[config.mk]
export PLATFORM = sky130hd
export DESIGN_NAME = bfp_to_fp_converter_flat
export DESIGN_NICKNAME = d
export VERILOG_FILES = /design/src/rtl/bfp_to_fp_converter_if.sv /design/src/rtl/bfp_to_fp_converter.sv /design/src/flat_wrapper.sv
export SDC_FILE = /design/constraint.sdc
export NUM_CORES = 2
export LEC_CHECK = 0
export CORE_UTILIZATION = 30
export DETAILED_ROUTE_END_ITERATION = 6
export MAX_ROUTING_LAYER = met4
export SYNTH_ARGS = -nofsm -noshare
export SYNTH_HDL_FRONTEND = slang
export SYNTH_SLANG_ARGS = --single-unit
[constraint.sdc]
create_clock -name clk -period 34 [get_ports clk]
set_input_delay 6.8 -clock clk [delete_from_list [all_inputs] [get_ports clk]]
set_output_delay 6.8 -clock clk [all_outputs]
set_load 0.02 [all_outputs]
[src/rtl/bfp_to_fp_converter_if.sv]
// Handshake bus between a block-floating-point producer, the converter and a
// floating-point consumer. The converter sits on the slave modport.
interface bfp_to_fp_converter_if #(
    parameter int SYST_ARRAY_WIDTH         = 32,
    parameter int QUNATIZED_MANTISSA_WIDTH = 7,
    parameter int EXPONENT_WIDTH           = 8
);
    localparam int W = SYST_ARRAY_WIDTH;
    localparam int M = QUNATIZED_MANTISSA_WIDTH;
    localparam int E = EXPONENT_WIDTH;

    logic                 bfp_valid_i;
    logic                 bfp_ready_o;
    logic [E-1:0]         bfp_exponent_i;
    logic [W*M-1:0]       bfp_mantissa_i;
    logic                 fp_valid_o;
    logic                 fp_ready_i;
    logic [W*(E+M)-1:0]   fp_data_o;
    logic                 fp_underflow_o;

    modport master (
        output bfp_valid_i, bfp_exponent_i, bfp_mantissa_i, fp_ready_i,
        input  bfp_ready_o, fp_valid_o, fp_data_o, fp_underflow_o
    );

    modport slave (
        input  bfp_valid_i, bfp_exponent_i, bfp_mantissa_i, fp_ready_i,
        output bfp_ready_o, fp_valid_o, fp_data_o, fp_underflow_o
    );
endinterface

[src/rtl/bfp_to_fp_converter.sv]
// Three-stage converter from a shared-exponent block to per-lane normalized
// {exponent, sign-magnitude} values; lanes that would need a negative exponent flush to zero.
module bfp_to_fp_converter #(
    parameter int SYST_ARRAY_WIDTH         = 32,
    parameter int QUNATIZED_MANTISSA_WIDTH = 7,
    parameter int EXPONENT_WIDTH           = 8
) (
    input  logic                  clk,
    input  logic                  rst,
    bfp_to_fp_converter_if.slave  bus
);
    localparam int W  = SYST_ARRAY_WIDTH;
    localparam int M  = QUNATIZED_MANTISSA_WIDTH;
    localparam int E  = EXPONENT_WIDTH;
    localparam int LW = $clog2(M);  // wide enough for M-1, the zero-magnitude code

    // The whole pipeline moves in lockstep; only a stalled output blocks it.
    logic adv;
    assign adv             = ~bus.fp_valid_o | bus.fp_ready_i;
    assign bus.bfp_ready_o = adv;

    // Stage 1: input capture
    logic                 s1_valid;
    logic [E-1:0]         s1_exp;
    logic [W*M-1:0]       s1_mant;

    // NOTE: sequential state is written with non-blocking assignments so every
    // register samples the pre-edge values of the others.
    always_ff @(posedge clk or posedge rst) begin
        if (rst) begin
            s1_valid <= 1'b0;
            s1_exp   <= '0;
            s1_mant  <= '0;
        end else if (adv) begin
            s1_valid <= bus.bfp_valid_i;
            s1_exp   <= bus.bfp_exponent_i;
            s1_mant  <= bus.bfp_mantissa_i;
        end
    end

    // Leading-zero count per lane; highest set bit wins because it is visited last.
    logic [W-1:0][LW-1:0] lzc_c;

    // NOTE: every always_comb output gets a default before any condition, so no
    // path leaves it unassigned and no latch is inferred.
    always_comb begin
        lzc_c = '0;
        for (int x = 0; x < W; x++) begin
            lzc_c[x] = LW'(M - 1);
            for (int b = 0; b < M - 1; b++) begin
                if (s1_mant[x*M + b]) lzc_c[x] = LW'(M - 2 - b);
            end
        end
    end

    // Stage 2: data plus leading-zero counts
    logic                 s2_valid;
    logic [E-1:0]         s2_exp;
    logic [W*M-1:0]       s2_mant;
    logic [W-1:0][LW-1:0] s2_lzc;

    always_ff @(posedge clk or posedge rst) begin
        if (rst) begin
            s2_valid <= 1'b0;
            s2_exp   <= '0;
            s2_mant  <= '0;
            s2_lzc   <= '0;
        end else if (adv) begin
            s2_valid <= s1_valid;
            s2_exp   <= s1_exp;
            s2_mant  <= s1_mant;
            s2_lzc   <= lzc_c;
        end
    end

    // Normalize: the underflow test comes first so the subtraction never wraps.
    logic [W*(E+M)-1:0] data_c;
    logic               uf_c;

    always_comb begin
        data_c = '0;
        uf_c   = 1'b0;
        for (int x = 0; x < W; x++) begin
            if (s2_mant[x*M +: M-1] != '0) begin
                if (s2_exp < E'(s2_lzc[x])) begin
                    uf_c = 1'b1;
                end else begin
                    data_c[x*(E+M) +: E+M] = {s2_exp - E'(s2_lzc[x]),
                                              s2_mant[x*M + M - 1],
                                              s2_mant[x*M +: M-1] << s2_lzc[x]};
                end
            end
        end
    end

    // Stage 3: output registers; data only reloads on real blocks so it keeps
    // the last result across bubbles.
    logic               s3_valid;
    logic [W*(E+M)-1:0] s3_data;
    logic               s3_uf;

    always_ff @(posedge clk or posedge rst) begin
        if (rst) begin
            s3_valid <= 1'b0;
            s3_data  <= '0;
            s3_uf    <= 1'b0;
        end else if (adv) begin
            s3_valid <= s2_valid;
            if (s2_valid) begin
                s3_data <= data_c;
                s3_uf   <= uf_c;
            end
        end
    end

    assign bus.fp_valid_o     = s3_valid;
    assign bus.fp_data_o      = s3_data;
    assign bus.fp_underflow_o = s3_uf;
endmodule

[src/flat_wrapper.sv]
// flat-port wrapper written by rule: the top's interface ports become plain ports
module bfp_to_fp_converter_flat 
#(
    parameter int SYST_ARRAY_WIDTH         = 32,
    parameter int QUNATIZED_MANTISSA_WIDTH = 7,
    parameter int EXPONENT_WIDTH           = 8
)
  (clk, rst, bus_bfp_valid_i, bus_bfp_exponent_i, bus_bfp_mantissa_i, bus_fp_ready_i, bus_bfp_ready_o, bus_fp_valid_o, bus_fp_data_o, bus_fp_underflow_o);
  bfp_to_fp_converter_if #(.SYST_ARRAY_WIDTH(SYST_ARRAY_WIDTH), .QUNATIZED_MANTISSA_WIDTH(QUNATIZED_MANTISSA_WIDTH), .EXPONENT_WIDTH(EXPONENT_WIDTH)) bus_i ();
  input  logic clk;
  input  logic rst;
  input wire logic [$bits(bus_i.bfp_valid_i)-1:0] bus_bfp_valid_i;
  input wire logic [$bits(bus_i.bfp_exponent_i)-1:0] bus_bfp_exponent_i;
  input wire logic [$bits(bus_i.bfp_mantissa_i)-1:0] bus_bfp_mantissa_i;
  input wire logic [$bits(bus_i.fp_ready_i)-1:0] bus_fp_ready_i;
  output wire logic [$bits(bus_i.bfp_ready_o)-1:0] bus_bfp_ready_o;
  output wire logic [$bits(bus_i.fp_valid_o)-1:0] bus_fp_valid_o;
  output wire logic [$bits(bus_i.fp_data_o)-1:0] bus_fp_data_o;
  output wire logic [$bits(bus_i.fp_underflow_o)-1:0] bus_fp_underflow_o;
  assign bus_i.bfp_valid_i = bus_bfp_valid_i;
  assign bus_i.bfp_exponent_i = bus_bfp_exponent_i;
  assign bus_i.bfp_mantissa_i = bus_bfp_mantissa_i;
  assign bus_i.fp_ready_i = bus_fp_ready_i;
  assign bus_bfp_ready_o = bus_i.bfp_ready_o;
  assign bus_fp_valid_o = bus_i.fp_valid_o;
  assign bus_fp_data_o = bus_i.fp_data_o;
  assign bus_fp_underflow_o = bus_i.fp_underflow_o;
  bfp_to_fp_converter #(.SYST_ARRAY_WIDTH(SYST_ARRAY_WIDTH), .QUNATIZED_MANTISSA_WIDTH(QUNATIZED_MANTISSA_WIDTH), .EXPONENT_WIDTH(EXPONENT_WIDTH)) u_core (.clk(clk), .rst(rst), .bus(bus_i));
endmodule
# Word level (Yosys, flattened, before mapping)
# Index checks and enable logic that the tools add are counted.
dict set report op_classes {
  n_bitwise 2
  n_mux 320
  addsub 32
  shift 32
  n_lt_le_gt_ge 32
  n_reduce_logical 33
}
# cell count
set op_table {}
lappend op_table {{15-bit two-way mux} 64}
lappend op_table {{3-bit two-way mux} 128}
lappend op_table {{8-bit by 3-bit less-than comparator with 1-bit output} 32}
lappend op_table {{8-bit by 3-bit subtractor with 8-bit output} 32}
lappend op_table {{6-bit nonzero test} 32}
lappend op_table {{6-bit by 3-bit left shift with 6-bit output} 32}
lappend op_table {{2-bit two-way mux} 64}
lappend op_table {{1-bit two-way mux} 64}
lappend op_table {{2-bit AND reduction} 1}
lappend op_table {{1-bit inverter} 1}
lappend op_table {{1-bit OR} 1}
dict set report totals {
  out_inout_bits 483
  input_bits 236
  register_bits 1044
  word_cells 492
}

# Longest topological paths before layout
dict set report depth {
  word_depth 65
  depth_mapped 9
  mapped_depth_nobuf 9
}

# Worst setup path after synthesis
# No wires, ideal clock.
dict set report synth_timing {
  path_type {input -> output}
  start {in bus_fp_ready_i}
  end {out bus_bfp_ready_o}
  path_stages 5
  required_ps 27200
  slack_ps 19483
  arrival_ps 7717
  n_path_buf 3
  cell_sequence {nor2b_1 > inv_1 > buf_2 > clkbuf_1 > clkbuf_1}
}
dict set report synth_between {
  elab_chain_cells 1
}
# item line_no
set synth_lines {}
lappend synth_lines {{start, declared} flat_wrapper.sv:15} ;# input wire logic [$bits(bus_i.fp_ready_i)-1:0] bus_fp_ready_i;
lappend synth_lines {{1-bit OR} bfp_to_fp_converter.sv:19} ;# assign adv = ~bus.fp_valid_o | bus.fp_ready_i;
lappend synth_lines {{end, declared} flat_wrapper.sv:16} ;# output wire logic [$bits(bus_i.bfp_ready_o)-1:0] bus_bfp_ready_o;
# Every way passes these cells.

# Worst setup path after layout
# Same ends and word-level chain as after synthesis.

==> results by group <==
Pwr
  • VDD IR-drop max: 0.0497 mV
  • PwrDens: 100 nW/um2
  • P_leak: 27.7 nW

Detailed routing
  • Avg WL per Cell: 20.7 um
  • Number of DRC markers in iteration 0: 3,484
  • Final ANT Viol Nets: 0
  • Vias/cell: 4.94
  • DR vias: 41,200
  • Routed WL: 173 mm
  • 1st-pass router iterations: 5
  • DRC viols: 0

Global route
  • First-pass GRT wire length: 259 mm
  • GRT Total Usage: 0.209
  • Vias in the first global route: 40,200
  • Largest net degree at the start of global routing: 172
  • GRT overflow: 0
  • Initial antenna violation count: 21

Timing
  • Setup_tns: 0 ns
  • Crit path time final: 15.82 ns
  • Max Freq: 0.0632 GHz
  • Slew @ Worst Pin: 1.07 ns
  • Fin crit share: 0.465
  • Final Hold Viols: 0
  • Final setup vio count: 0
  • Pins over their slew limit: 0
  • Layout Skew: 0.0509 ns
  • Hold_ws: 0.457 ns
  • Setup ws final: 18.18 ns
  • Unrepaired setup endpoints after global routing: false
  • Rel. slew slack: 0.280

Clocking
  • Post-CTS Resized: 0
  • Clock Latency Late Sink: 0.76 ns
  • Clock sink count: 1,044
  • Post-CTS Setup Bufs: 0
  • CTS tree: done
  • Clock Pin Slew Worst Setup and Hold Paths: 0.06 ns
  • Clk buf depth: 3
  • # hold bufs at CTS: 0
  • Root buffer cell: clkbuf_16
  • Number of buffers created by CTS: 117
  • H-Tree Depth: 3

Logic synthesis
  • Avg Cell Area, Syn: 9.00 um2
  • Synth area leader: dfrtp_1
  • Cells after Synth: 5,508
  • Yosys reg bits: 1,044
  • Sequential share of the synthesized area: 0.527
  • Synth top area share: 0.527
  • Top post-synthesis cells by area: dfrtp_1 (53%), nand2_1 (14%), o21ai_0 (6.4%), mux2i_1 (3.0%), ha_1 (2.4%)
  • Mapped Area: 49,600 um2
  • Syn Nets: 5,872
  • Yosys cell types: 44
  • Warnings from Yosys: 0

Placement
  • Port bufs: 718
  • Final HPWL DP: 122 mm
  • Dpl cells: 8,120
  • Post-Place Worst Slack: 18.17 ns
  • Routability cong.: 0.866

Layout
  • Fillers: 16,400
  • Commonest non-fill, non-tap cell in the layout: nand2_1
  • Area grow syn2layout: 26.3%
  • Most frequent cells in the layout: nand2_1 (1,808), dfrtp_1 (1,037), clkdlybuf4s50_1 (718)
  • Post-route insts no fill: 8,351
  • Layout Nets: 6,428
  • Ratio of cells with drive above 1 in the final layout: 0.0425

Floorplanning
  • Starting Density: 0.304
  • Core Box Area: 163,000 um2
  • DIE WIDTH: 409 um
  • I/O pin total: 719
  • Site Rows: 148
  • Die area: 167,000 um2
  • DIE HEIGHT: 409 um

Worst setup path
  • Crit path required time: 27.20 ns
  • Reg2reg setup slack: 28.85 ns
  • CP endpoint kind: primary output
  • CP startpoint kind: primary input
  • Kind of critical path: in2out
  • Peak fanout along the critical path: 47
  • Crit path DAT: 9.02 ns

Status
  • Status: finished clean

Flow run
  • # Max-Cap Violations: 0

Hold path
  • HP Class: reg2reg
-- Yosys cell counts --
master        n
nand3_1      57
nor4_4        2
nor2b_1     117
a2111oi_0     4
nor4_1       64
dfrtp_1    1044
a21boi_0     22
a31oi_1       1
nor3b_1       1
buf_6         2
a32o_1       62
fa_1         32
inv_1       205
a22o_1       34
a21oi_1      85
nor3_1       11
o22ai_1      16
and2_1        1
a22oi_1      16
o21ai_1      32
mux4_2        2
o2111ai_1     1
xor2_1       96
ha_1         96
buf_2        29
buf_4         6
nand2b_1      1
xnor2_1      96
a221oi_1      1
nor2_1      227
nand3_2       1
nand4_1       2
nand2_1    1809
buf_1        36
o21ai_0     630
mux2i_1     149
o31ai_1      22
o31a_1        1
o311ai_0     32
nand3b_1     64
clkbuf_1    247
o41ai_1      32
clkbuf_2     24
a211oi_1     96
-- through the flow --
stage | cell area (um2) | utilization | power (W)
after floorplan | 49600 | - | 0.00377
after global placement | 58700 | 0.359 | 0.00499
after detailed placement | 58700 | 0.359 | 0.00504
after CTS | 62600 | 0.383 | 0.00635
after global routing | 62600 | 0.384 | 0.00670
final | 62600 | 0.384 | 0.00628
-- final cells by class --
class	instances	area, um2	share of cell area
Antenna cell	12	30.0	0.000479
Multi-Input combinational cell	3915	21300	0.341
Timing Repair Buffer	781	7720	0.123
Inverter	205	781	0.0125
Tap cell	2175	2720	0.0434
Clock inverter	35	460	0.00735
Sequential cell	1044	26100	0.417
Clock buffer	184	3440	0.0549
-- power by group --
group          internal, W  leakage (nW)  switching [W]
combinational      0.00113          12.8        0.00165
sequential         0.00170          13.0       0.000518
clock             0.000742          1.91       0.000541
total              0.00357          27.7        0.00271
-- cells by family (layout without fill, tap and decap cells) --
| kind of cell | after synthesis | after routing | share of synthesized area |
|---|---|---|---|
| other cells | 0 | 12 | 0 |
| simple gates | 2357 | 2357 | 0.195 |
| fa+ha+maj | 128 | 128 | 0.0371 |
| compound gates | 1087 | 1087 | 0.132 |
| mux | 151 | 151 | 0.0310 |
| flops | 1044 | 1044 | 0.527 |
| buf+inv | 549 | 1205 | 0.0437 |
| xor+xnor | 192 | 192 | 0.0339 |
-- metal layers --
| layer | global-route usage | vias up | part of all wire |
|---|---|---|---|
| li1 | - | 19500 | - |
| met1 | 0.268 | 20500 | 0.44 |
| met2 | 0.340 | 1076 | 0.49 |
| met3 | 0.0284 | 247 | 0.044 |
| met4 | 0.0711 | 0 | 0.032 |
| met5 | - | - | 0 |
-- critical path, stage by stage --
cell and delay, ns:
clkdlybuf4s50_1 0.45, nor2b_4 0.76, inv_8 0.25, clkdlybuf4s50_1 0.65
-- flip-flops by register name, indices dropped and copies added, names as in the netlist --
name and flops:
u_core.bus.fp_data_o 480, u_core.s1_mant 224, u_core.s2_mant 224, u_core.s2_lzc 96
u_core.s1_exp 8, u_core.s2_exp 8, u_core.bus.fp_underflow_o 1, u_core.bus.fp_valid_o 1
u_core.s1_valid 1, u_core.s2_valid 1
-- worst paths after layout --
check | from | to | cells past startpoint
setup / recovery | bus_fp_ready_i | bus_bfp_ready_o | 4
setup reg to reg | u_core.bus.fp_valid_o | u_core.bus.fp_data_o[208] | 8
max in group asynchronous | rst | u_core.bus.fp_data_o[397] | 8
hold / removal | u_core.s1_exp[6] | u_core.s2_exp[6] | 2
hold reg to reg | u_core.s1_exp[6] | u_core.s2_exp[6] | 2
min in group asynchronous | rst | u_core.bus.fp_data_o[218] | 3
Note: power is estimated with default switching activity, not from simulation.
